**config.mk**
```make
export PLATFORM = sky130hd
export DESIGN_NAME = puf_response_collector
export DESIGN_NICKNAME = d
export VERILOG_FILES = /design/src/rtl/puf_response_collector.sv
export SDC_FILE = /design/constraint.sdc
export NUM_CORES = 1
export LEC_CHECK = 0
export ABC_AREA = 1
export CORE_UTILIZATION = 25
export DETAILED_ROUTE_END_ITERATION = 8
export PLACE_DENSITY = 0.51
export REMOVE_ABC_BUFFERS = 1
export SLEW_MARGIN = 0
export SYNTH_ARGS = -nofsm -noshare
export SYNTH_HDL_FRONTEND = slang
export SYNTH_SLANG_ARGS = --single-unit
```
**constraint.sdc**
```tcl
create_clock -name clk -period 3.5 [get_ports clk]
set_input_delay 0.7 -clock clk [delete_from_list [all_inputs] [get_ports clk]]
set_output_delay 0.7 -clock clk [all_outputs]
set_load 0.005 [all_outputs]
```
**src/rtl/puf_response_collector.sv**
```systemverilog
// -----------------------------------------------------------------------------
// puf_response_collector
//
// Sequences repeated evaluations of a 32-bit arbiter PUF for one challenge and
// reduces the samples to a majority-voted response plus a per-bit stability
// mask, handed downstream through a valid/ready handshake.
//
// Ports
//   clk          system clock
//   rst_n        synchronous active-low reset
//   start        request a run (accepted only while idle)
//   challenge_i  challenge, captured on an accepted start
//   challenge_o  latched challenge to the delay-line selects
//   launch_o     excitation edge into both delay lines (registered, glitch-free)
//   arb_q_i      arbiter bank outputs, asynchronous to clk
//   busy         high whenever a run or handshake is in progress
//   resp_valid   response available
//   resp_ready   consumer accepts the response
//   response_o   majority-voted response
//   stable_o     1 where every sample of that bit agreed
// -----------------------------------------------------------------------------
module puf_response_collector #(
    parameter int unsigned DATA_WIDTH    = 32,
    parameter int unsigned CHAL_WIDTH    = 64,
    parameter int unsigned NUM_EVAL      = 16,
    parameter int unsigned SETTLE_CYCLES = 8,
    parameter int unsigned REARM_CYCLES  = 8
) (
    input  logic                  clk,
    input  logic                  rst_n,
    input  logic                  start,
    input  logic [CHAL_WIDTH-1:0] challenge_i,
    output logic [CHAL_WIDTH-1:0] challenge_o,
    output logic                  launch_o,
    input  logic [DATA_WIDTH-1:0] arb_q_i,
    output logic                  busy,
    output logic                  resp_valid,
    input  logic                  resp_ready,
    output logic [DATA_WIDTH-1:0] response_o,
    output logic [DATA_WIDTH-1:0] stable_o
);

    // Ones-counters hold 0..NUM_EVAL, so they can never wrap.
    localparam int unsigned OW   = $clog2(NUM_EVAL + 1);
    localparam int unsigned PMAX = (SETTLE_CYCLES > REARM_CYCLES) ? SETTLE_CYCLES : REARM_CYCLES;
    localparam int unsigned PW   = $clog2(PMAX);

    localparam logic [PW-1:0] SETTLE_LAST = PW'(SETTLE_CYCLES - 1);
    localparam logic [PW-1:0] REARM_LAST  = PW'(REARM_CYCLES - 1);
    localparam logic [OW-1:0] EVAL_FULL   = OW'(NUM_EVAL);
    localparam logic [OW-1:0] EVAL_HALF   = OW'(NUM_EVAL / 2);

    typedef enum logic [2:0] {
        S_IDLE,
        S_LAUNCH,
        S_SAMPLE,
        S_REARM,
        S_DONE
    } state_e;

    state_e                  state_q, state_d;
    logic [PW-1:0]           phase_q, phase_d;
    logic [OW-1:0]           eval_q, eval_d;
    logic [OW-1:0]           ones_q [DATA_WIDTH];
    logic [OW-1:0]           ones_d [DATA_WIDTH];
    logic [DATA_WIDTH-1:0]   sync1_q, sync1_d;
    logic [DATA_WIDTH-1:0]   sync2_q, sync2_d;
    logic [CHAL_WIDTH-1:0]   challenge_q, challenge_d;
    logic [DATA_WIDTH-1:0]   response_q, response_d;
    logic [DATA_WIDTH-1:0]   stable_q, stable_d;
    logic                    launch_q, launch_d;

    always_comb begin
        // NOTE: every combinationally assigned signal gets a hold default first,
        // so no path through the case below can leave one unassigned (latch).
        state_d     = state_q;
        phase_d     = phase_q;
        eval_d      = eval_q;
        ones_d      = ones_q;
        challenge_d = challenge_q;
        response_d  = response_q;
        stable_d    = stable_q;

        // Two-stage synchroniser, always running; accumulation sees only sync2.
        sync1_d = arb_q_i;
        sync2_d = sync1_q;

        unique case (state_q)
            S_IDLE: begin
                if (start) begin
                    challenge_d = challenge_i;
                    eval_d      = '0;
                    ones_d      = '{default: '0};
                    phase_d     = '0;
                    state_d     = S_LAUNCH;
                end
            end
            S_LAUNCH: begin
                if (phase_q == SETTLE_LAST) begin
                    phase_d = '0;
                    state_d = S_SAMPLE;
                end else begin
                    phase_d = phase_q + 1'b1;
                end
            end
            S_SAMPLE: begin
                for (int i = 0; i < DATA_WIDTH; i++) begin
                    if (sync2_q[i] && (ones_q[i] != EVAL_FULL)) begin
                        ones_d[i] = ones_q[i] + 1'b1;
                    end
                end
                if (eval_q != EVAL_FULL) begin
                    eval_d = eval_q + 1'b1;
                end
                state_d = S_REARM;
            end
            S_REARM: begin
                if (phase_q == REARM_LAST) begin
                    phase_d = '0;
                    if (eval_q == EVAL_FULL) begin
                        state_d = S_DONE;
                        // Strict majority: a tie on an even NUM_EVAL votes 0.
                        for (int i = 0; i < DATA_WIDTH; i++) begin
                            response_d[i] = (ones_q[i] > EVAL_HALF);
                            stable_d[i]   = (ones_q[i] == '0) || (ones_q[i] == EVAL_FULL);
                        end
                    end else begin
                        state_d = S_LAUNCH;
                    end
                end else begin
                    phase_d = phase_q + 1'b1;
                end
            end
            S_DONE: begin
                if (resp_ready) begin
                    state_d = S_IDLE;
                end
            end
            default: state_d = S_IDLE;
        endcase

        // Registered from the next state so the delay lines see a clean edge.
        launch_d = (state_d == S_LAUNCH) || (state_d == S_SAMPLE);
    end

    always_ff @(posedge clk) begin
        if (!rst_n) begin
            state_q     <= S_IDLE;
            phase_q     <= '0;
            eval_q      <= '0;
            // NOTE: the ones-counter bank is reset explicitly (not left to the
            // next start) so an aborted run leaves no stale counts behind.
            ones_q      <= '{default: '0};
            sync1_q     <= '0;
            sync2_q     <= '0;
            challenge_q <= '0;
            response_q  <= '0;
            stable_q    <= '0;
            launch_q    <= 1'b0;
        end else begin
            // NOTE: non-blocking assignments so every flop samples pre-edge
            // values; blocking here would chain sync1 straight into sync2.
            state_q     <= state_d;
            phase_q     <= phase_d;
            eval_q      <= eval_d;
            ones_q      <= ones_d;
            sync1_q     <= sync1_d;
            sync2_q     <= sync2_d;
            challenge_q <= challenge_d;
            response_q  <= response_d;
            stable_q    <= stable_d;
            launch_q    <= launch_d;
        end
    end

    assign challenge_o = challenge_q;
    assign launch_o    = launch_q;
    assign busy        = (state_q != S_IDLE);
    assign resp_valid  = (state_q == S_DONE);
    assign response_o  = response_q;
    assign stable_o    = stable_q;

endmodule

```
==> results.yml, run 1 <==
cts:
  post_cts_resized: 0
  cts_root_buf: "clkbuf_16"
  clock_path_buffers: 3
  clock-sinks: 364
  insertion_delay_ns: 0.58
  cts_hold_buf: 0
  h-tree-depth: 2
  clkTransAtPathRegs_ns: 0.06
  cts_inserted_buffers: 46
  postCtsSetupBuffers: 0
  cts_tree: "done"
placement:
  dpl.hpwl_mm: 30.01
  gp_congestion: 0.7669
  io_buffers: 230
flow_run:
  cap_viol_max_count: 0
finish:
  final_nets: 2709
  syn2layout_area_growth_pct: 26.34
  nFillCells: 7198
  layout.cells.most_common: "nand2_1"
  regArea_um2: 7288
  multiInputGateArea_um2: 8113
  layout_common_cells: "nand2_1, dfxtp_1, nand3_1"
  antennaDiodeCount: 0
  drive_gt1_frac: 0.04616
floorplan:
  ios: 231
  row_count: 95
  start_util: 0.2525
  dieArea_um2: 68870
  fp.dieH_um: 262.4
  coreArea_um2: 67160
  dieWidth_um: 262.4
critical_path:
  critPathMaxFanout: 17
  cp-start-kind: "register"
  cp.arrival_ns: 1.93
  cp-end-kind: "primary output"
  criticalPathCategory: "reg2out"
  critical_path_required_ns: 2.80
detailed_routing:
  vias: 15370
  wl_per_cell_um: 13.69
  drc: 0
  drt_first_pass_iters: 5
  routed_wirelength_mm: 47.25
  via_per_inst: 4.455
  drt_iter0_markers: 730
  ant_nets: 0
global_route:
  gr-total-overflow: 0
  first_global_vias: 14550
  grt_usage: 0.1354
  grt_max_degree: 105
  grt_pass1_wl_mm: 76.91
  antenna_found_initial: 0
timing:
  hold_violations: 0
  drv_slew: 0
  finalSetupTns_ns: 0
  slew_headroom: 0.4134
  min_period_ns: 2.633
  setup_violations: 0
  maxClockFrequency_mhz: 379.8
  fin_crit_sh: 0.7523
  worstMarginPinSlew_ns: 0.8786
  rsz0062_at_grt: "no"
  finClkSkew_ns: 0.02205
yosys:
  ys_types: 32
  synth_top_family_by_area: "simple AND/OR/NAND/NOR gates"
  synthAdderAreaFrac: 0.05018
  synth_area_leader_cell: "dfxtp_1"
  ys_seq_area_frac: 0.4298
  synth_warnings: 0
  synth_area_leaders: "dfxtp_1, nand2_1, nand3_1"
  synthMuxAreaShare: 0
  synth_compound_area_frac: 0.1035
  synth-simple-area-share: 0.2974
  netlist.area_leader.share: 0.4298
  synth_xor_area_frac: 0.02634
  netlist_area_um2: 16960
  syn_inst: 2370
  synth_area_per_cell_um2: 7.155
  ys_ff_latch: 364
pwr:
  irDropWorstVdd_mv: 0.2827
  p_clk_frac: 0.488
  swShare: 0.2424
  p_seq_frac: 0.437
  intPower_mw: 7.535
  power_density_nw_per_um2: 464.3
  p_leak_nw: 8.578
  fin_total_pwr_mw: 9.946
  power_switching_mw: 2.411
  combPwrFrac: 0.075
outcome:
  status: "finished clean"
hold_path:
  hold_path.class: "reg2reg"
[per-stage QoR]
stage               hold WS [ns]  instances    util  worst slack (ns)  cell area [um2]
floorplan                 0.3900       2244       -            -3.204            16280
global placement          0.3936       3366  0.2960             1.159            19880
detailed placement        0.3955       3366  0.2960             1.148            19880
CTS                       0.4087       3451  0.3190            0.7758            21420
global route              0.4200       3451  0.3190            0.7303            21420
finish                    0.4080       3451  0.3190            0.8670            21420
[metal layers]
metal | vias to the layer above | track usage | wire (um)
met1 | 6993 | 0.1726 | 21790
met4 | 0 | 0.03959 | 920
li1 | 8011 | - | -
met3 | 56 | 0.04245 | 3401
met2 | 314 | 0.2180 | 21150
met5 | - | 0 | 0
[sequential cells by signal, summed over array words and instances, names as in the netlist]
name,flops
challenge_o,64
eval_q,5
launch_o,1
ones_q,160
phase_q,3
response_o,32
stable_o,32
state_q,3
sync1_q,32
sync2_q,32
[area by class of cell]
cell class	instances	area share
flip-flops and latches	364	0.3402
inverters	240	0.04240
well taps	873	0.05099
clock buffers	68	0.06431
repair buffers	249	0.1155
multi-input cells	1640	0.3787
clock inverters	17	0.007827
[power groups by stage]
stage	clock, mW	sequential [mW]	combinational (mW)
final	4.85	4.35	0.749
after global routing	5.19	4.36	0.851
after CTS	5.04	4.35	0.766
after detailed placement	0	4.43	0.761
after global placement	0	4.43	0.769
after floorplan	0	4.42	0.359
[worst paths after layout]
kind	from	end	slack (ns)	cells past startpoint
hold reg to reg	sync1_q[30]	sync2_q[30]	0.41	2
setup reg to reg	state_q[1]	ones_q[55]	1.21	7
hold / removal	sync1_q[30]	sync2_q[30]	0.41	2
setup / recovery	state_q[1]	busy	0.87	3
[worst max-delay path, stage by stage, from the launching register on]
cell             delay [ns]
dfxtp_2                0.64
nor2_4                 0.12
inv_1                  0.08
clkdlybuf4s50_1        0.53
[cells by family (layout without fill, tap and decap cells)]
kind of cell | after synthesis | in the layout
AOI/OAI and AO/OA | 349 | 349
xor gates and xnor gates | 51 | 51
adders and majority gates | 68 | 68
buffers and inverters | 366 | 574
DFF | 364 | 364
and+or+nand+nor | 1172 | 1172
[cells in the mapped netlist]
cell and instances:
nand2_1 522, dfxtp_1 364, nand3_1 286, nor2_1 267
a21oi_1 237, inv_1 236, o21ai_0 88, ha_1 68
nand4_1 63, clkbuf_1 56, buf_2 47, xnor2_1 32
o21ai_1 21, xor2_1 19, buf_4 15, nor3_1 11
nand3b_1 8, nor2_2 5, buf_8 4, nand2_2 4
inv_2 3, nand2_4 3, buf_12 2, a31oi_1 1
buf_1 1, buf_6 1, clkinv_1 1, nand3b_4 1
nor2_4 1, nor2_8 1, o21ai_2 1, o21bai_1 1
Note: power is estimated with default switching activity, not from simulation.
==> run 2, diff against run 1 <==
--- a/config.mk
+++ b/config.mk
@@ -8,7 +8,7 @@
 export ABC_AREA = 1
 export CORE_UTILIZATION = 25
 export DETAILED_ROUTE_END_ITERATION = 8
-export PLACE_DENSITY = 0.51
+export PLACE_DENSITY = 0.52
 export REMOVE_ABC_BUFFERS = 1
 export SLEW_MARGIN = 0
 export SYNTH_ARGS = -nofsm -noshare
==> constraint.sdc (replaced) <==
create_clock -name clk -period 2.35 [get_ports clk]
set_input_delay 0.47 -clock clk [delete_from_list [all_inputs] [get_ports clk]]
set_output_delay 0.47 -clock clk [all_outputs]
set_load 0.005 [all_outputs]
==> results.yml, run 2 (synthesis results as in run 1) <==
critical_path:
  cp.arrival_ns: 1.76
  cp-end-kind: "primary output"
  rr_startpoint: "phase_q[0]"
  reg2reg_to: "stable_o[8]"
  critical_path_required_ns: 1.88
  r2r_slack_ns: 0.44
  criticalPathCategory: "reg2out"
  cp-start-kind: "register"
  critPathMaxFanout: 8
  rr_worst_depth: 7
hold_path:
  hold_path_end: "sync1_q[22]"
  hold_depth: 3
  hold_start: "rst_n"
  hold_path.class: "in2reg"
finish:
  layout_common_cells: "nand2_1, dfxtp_1, nand3_1"
  drive_gt1_frac: 0.04961
  fin_area_um2: 21680
  nFillCells: 7169
  layout.cells.most_common: "nand2_1"
  largest_reg_flops: 160
  regMostFlops: "ones_q"
  antennaDiodeCount: 0
  syn2layout_area_growth_pct: 27.84
  final_nets: 2715
  fin_util: 0.3228
pwr:
  swShare: 0.2351
  combPwrFrac: 0.075
  p_clk_frac: 0.500
  p_seq_frac: 0.425
  p_leak_nw: 8.695
  irDropWorstVdd_mv: 0.4500
  power_density_nw_per_um2: 702.8
  power_switching_mw: 3.582
  intPower_mw: 11.65
placement:
  dpl.hpwl_mm: 30.70
  place_area_um2: 20050
  io_buffers: 230
  gp_congestion: 0.7904
floorplan:
  start_util: 0.2525
  row_count: 95
  coreArea_um2: 67160
  dieWidth_um: 262.4
  fp.dieH_um: 262.4
  dieArea_um2: 68870
  ios: 231
detailed_routing:
  met2_wirelength_mm: 21.17
  topRoutingLayerUsed: "met4"
  ant_nets: 0
  vias: 15320
  via_per_inst: 4.437
  drt_first_pass_iters: 5
  drc: 0
  drt_iter0_markers: 717
  wl_met3_mm: 3.658
  routed_wirelength_mm: 47.31
  wl_per_cell_um: 13.70
  met1Wirelength_mm: 21.56
flow_run:
  cap_viol_max_count: 0
timing:
  finClkSkew_ns: 0.01759
  setup_violations: 0
  maxClockFrequency_mhz: 449.4
  fin_crit_sh: 0.9469
  min_period_ns: 2.225
  drv_slew: 0
  worstMarginPinSlew_ns: 0.8288
  hold_violations: 0
  slew_headroom: 0.4467
  rsz0062_at_grt: "no"
global_route:
  first_global_vias: 14600
  grt_pass1_wl_mm: 77.17
  antenna_found_initial: 1
  grt_max_degree: 77
  gr-total-overflow: 0
  grt_usage: 0.1360
cts:
  h-tree-depth: 2
  clock-sinks: 364
  clkTransAtPathRegs_ns: 0.06
  cts_tree: "done"
  clock_path_buffers: 3
  cts_inserted_buffers: 44
  cts_root_buf: "clkbuf_16"
  postCtsSetupBuffers: 0
  insertion_delay_ns: 0.58
outcome:
  status: "finished clean"
==> run 2: cell types whose count changed in the layout (fill, tap and decap cells not counted), moves of 2 or more <==
cell / previous run / this run
clkbuf_16: 49 / 44
clkbuf_8: 8 / 15
buf_4: 17 / 15
buf_12: 3 / 12
bufinv_16: 3 / 8
clkinv_2: 11 / 3
clkbuf_1: 11 / 6
==> run 2: repair_timing <==
action / in CTS / in global routing
endpoints found under the hold margin: 0 / 0
setup endpoints to repair: 2 / 0
hold buffers: 0 / 0
resized for setup: 3 / 0
==> run 2: metrics by stage <==
stage                     hold WS [ns]  instances  TNS [ns]  setup slack [ns]  total power, mW
final                           0.2591       3453         0            0.1247            15.23
after global routing            0.2493       3453         0           0.03520            15.92
after CTS                       0.2241       3453         0           0.01545            15.54
after detailed placement        0.4000       3374         0            0.4238            7.768
after global placement          0.3984       3374         0            0.4872            7.776
after floorplan                 0.3900       2244   -603.28            -4.354            7.123
==> run 2: how the worst max path moves through the flow <==
stage	from	to	slack (ns)	depth (start not counted)
2_1_floorplan	state_q[1]	ones_q[126]	-4.35	6
3_3_place_gp	state_q[0]	ones_q[71]	0.49	6
4_1_cts	state_q[1]	resp_valid	0.02	2
5_1_grt	state_q[2]	resp_valid	0.04	3
3_5_place_dp	phase_q[0]	stable_o[17]	0.42	7
6_report	state_q[1]	resp_valid	0.12	2
==> run 2: power by group through the flow <==
stage	sequential [mW]	combinational (mW)	clock [mW]
after floorplan	6.59	0.535	0
after global placement	6.60	1.18	0
after detailed placement	6.60	1.17	0
after CTS	6.47	1.17	7.90
after global routing	6.49	1.30	8.13
final	6.47	1.15	7.62
==> run 2: area by class of cell <==
| cell class | instances | area, um2 | share of cell area |
|---|---|---|---|
| multi-input cells | 1640 | 8118 | 0.3745 |
| repair buffers | 257 | 2650 | 0.1223 |
| well taps | 873 | 1092 | 0.05039 |
| clock buffers | 65 | 1330 | 0.06136 |
| flip-flops and latches | 364 | 7289 | 0.3363 |
| inverters | 240 | 907.1 | 0.04185 |
| clock inverters | 14 | 290.3 | 0.01339 |
==> run 2: routing by layer <==
| metal | up-vias | GRT usage |
|---|---|---|
| li1 | 8022 | - |
| met5 | - | 0 |
| met3 | 59 | 0.04329 |
| met4 | 0 | 0.03831 |
| met1 | 6896 | 0.1715 |
| met2 | 345 | 0.2217 |
==> run 2: worst max-delay path: stages (launching register included) <==
cell             delay (ns)
dfxtp_2                0.39
nor3_2                 0.25
clkdlybuf4s50_1        0.55
==> run 3, diff against run 2 <==
--- a/config.mk
+++ b/config.mk
@@ -6,6 +6,7 @@
 export NUM_CORES = 1
 export LEC_CHECK = 0
 export ABC_AREA = 1
+export CAP_MARGIN = 20
 export CORE_UTILIZATION = 25
 export DETAILED_ROUTE_END_ITERATION = 8
 export PLACE_DENSITY = 0.52
==> results of run 3 <==
Same layout as run 2: the final DEF is identical, and so are final timing and power.
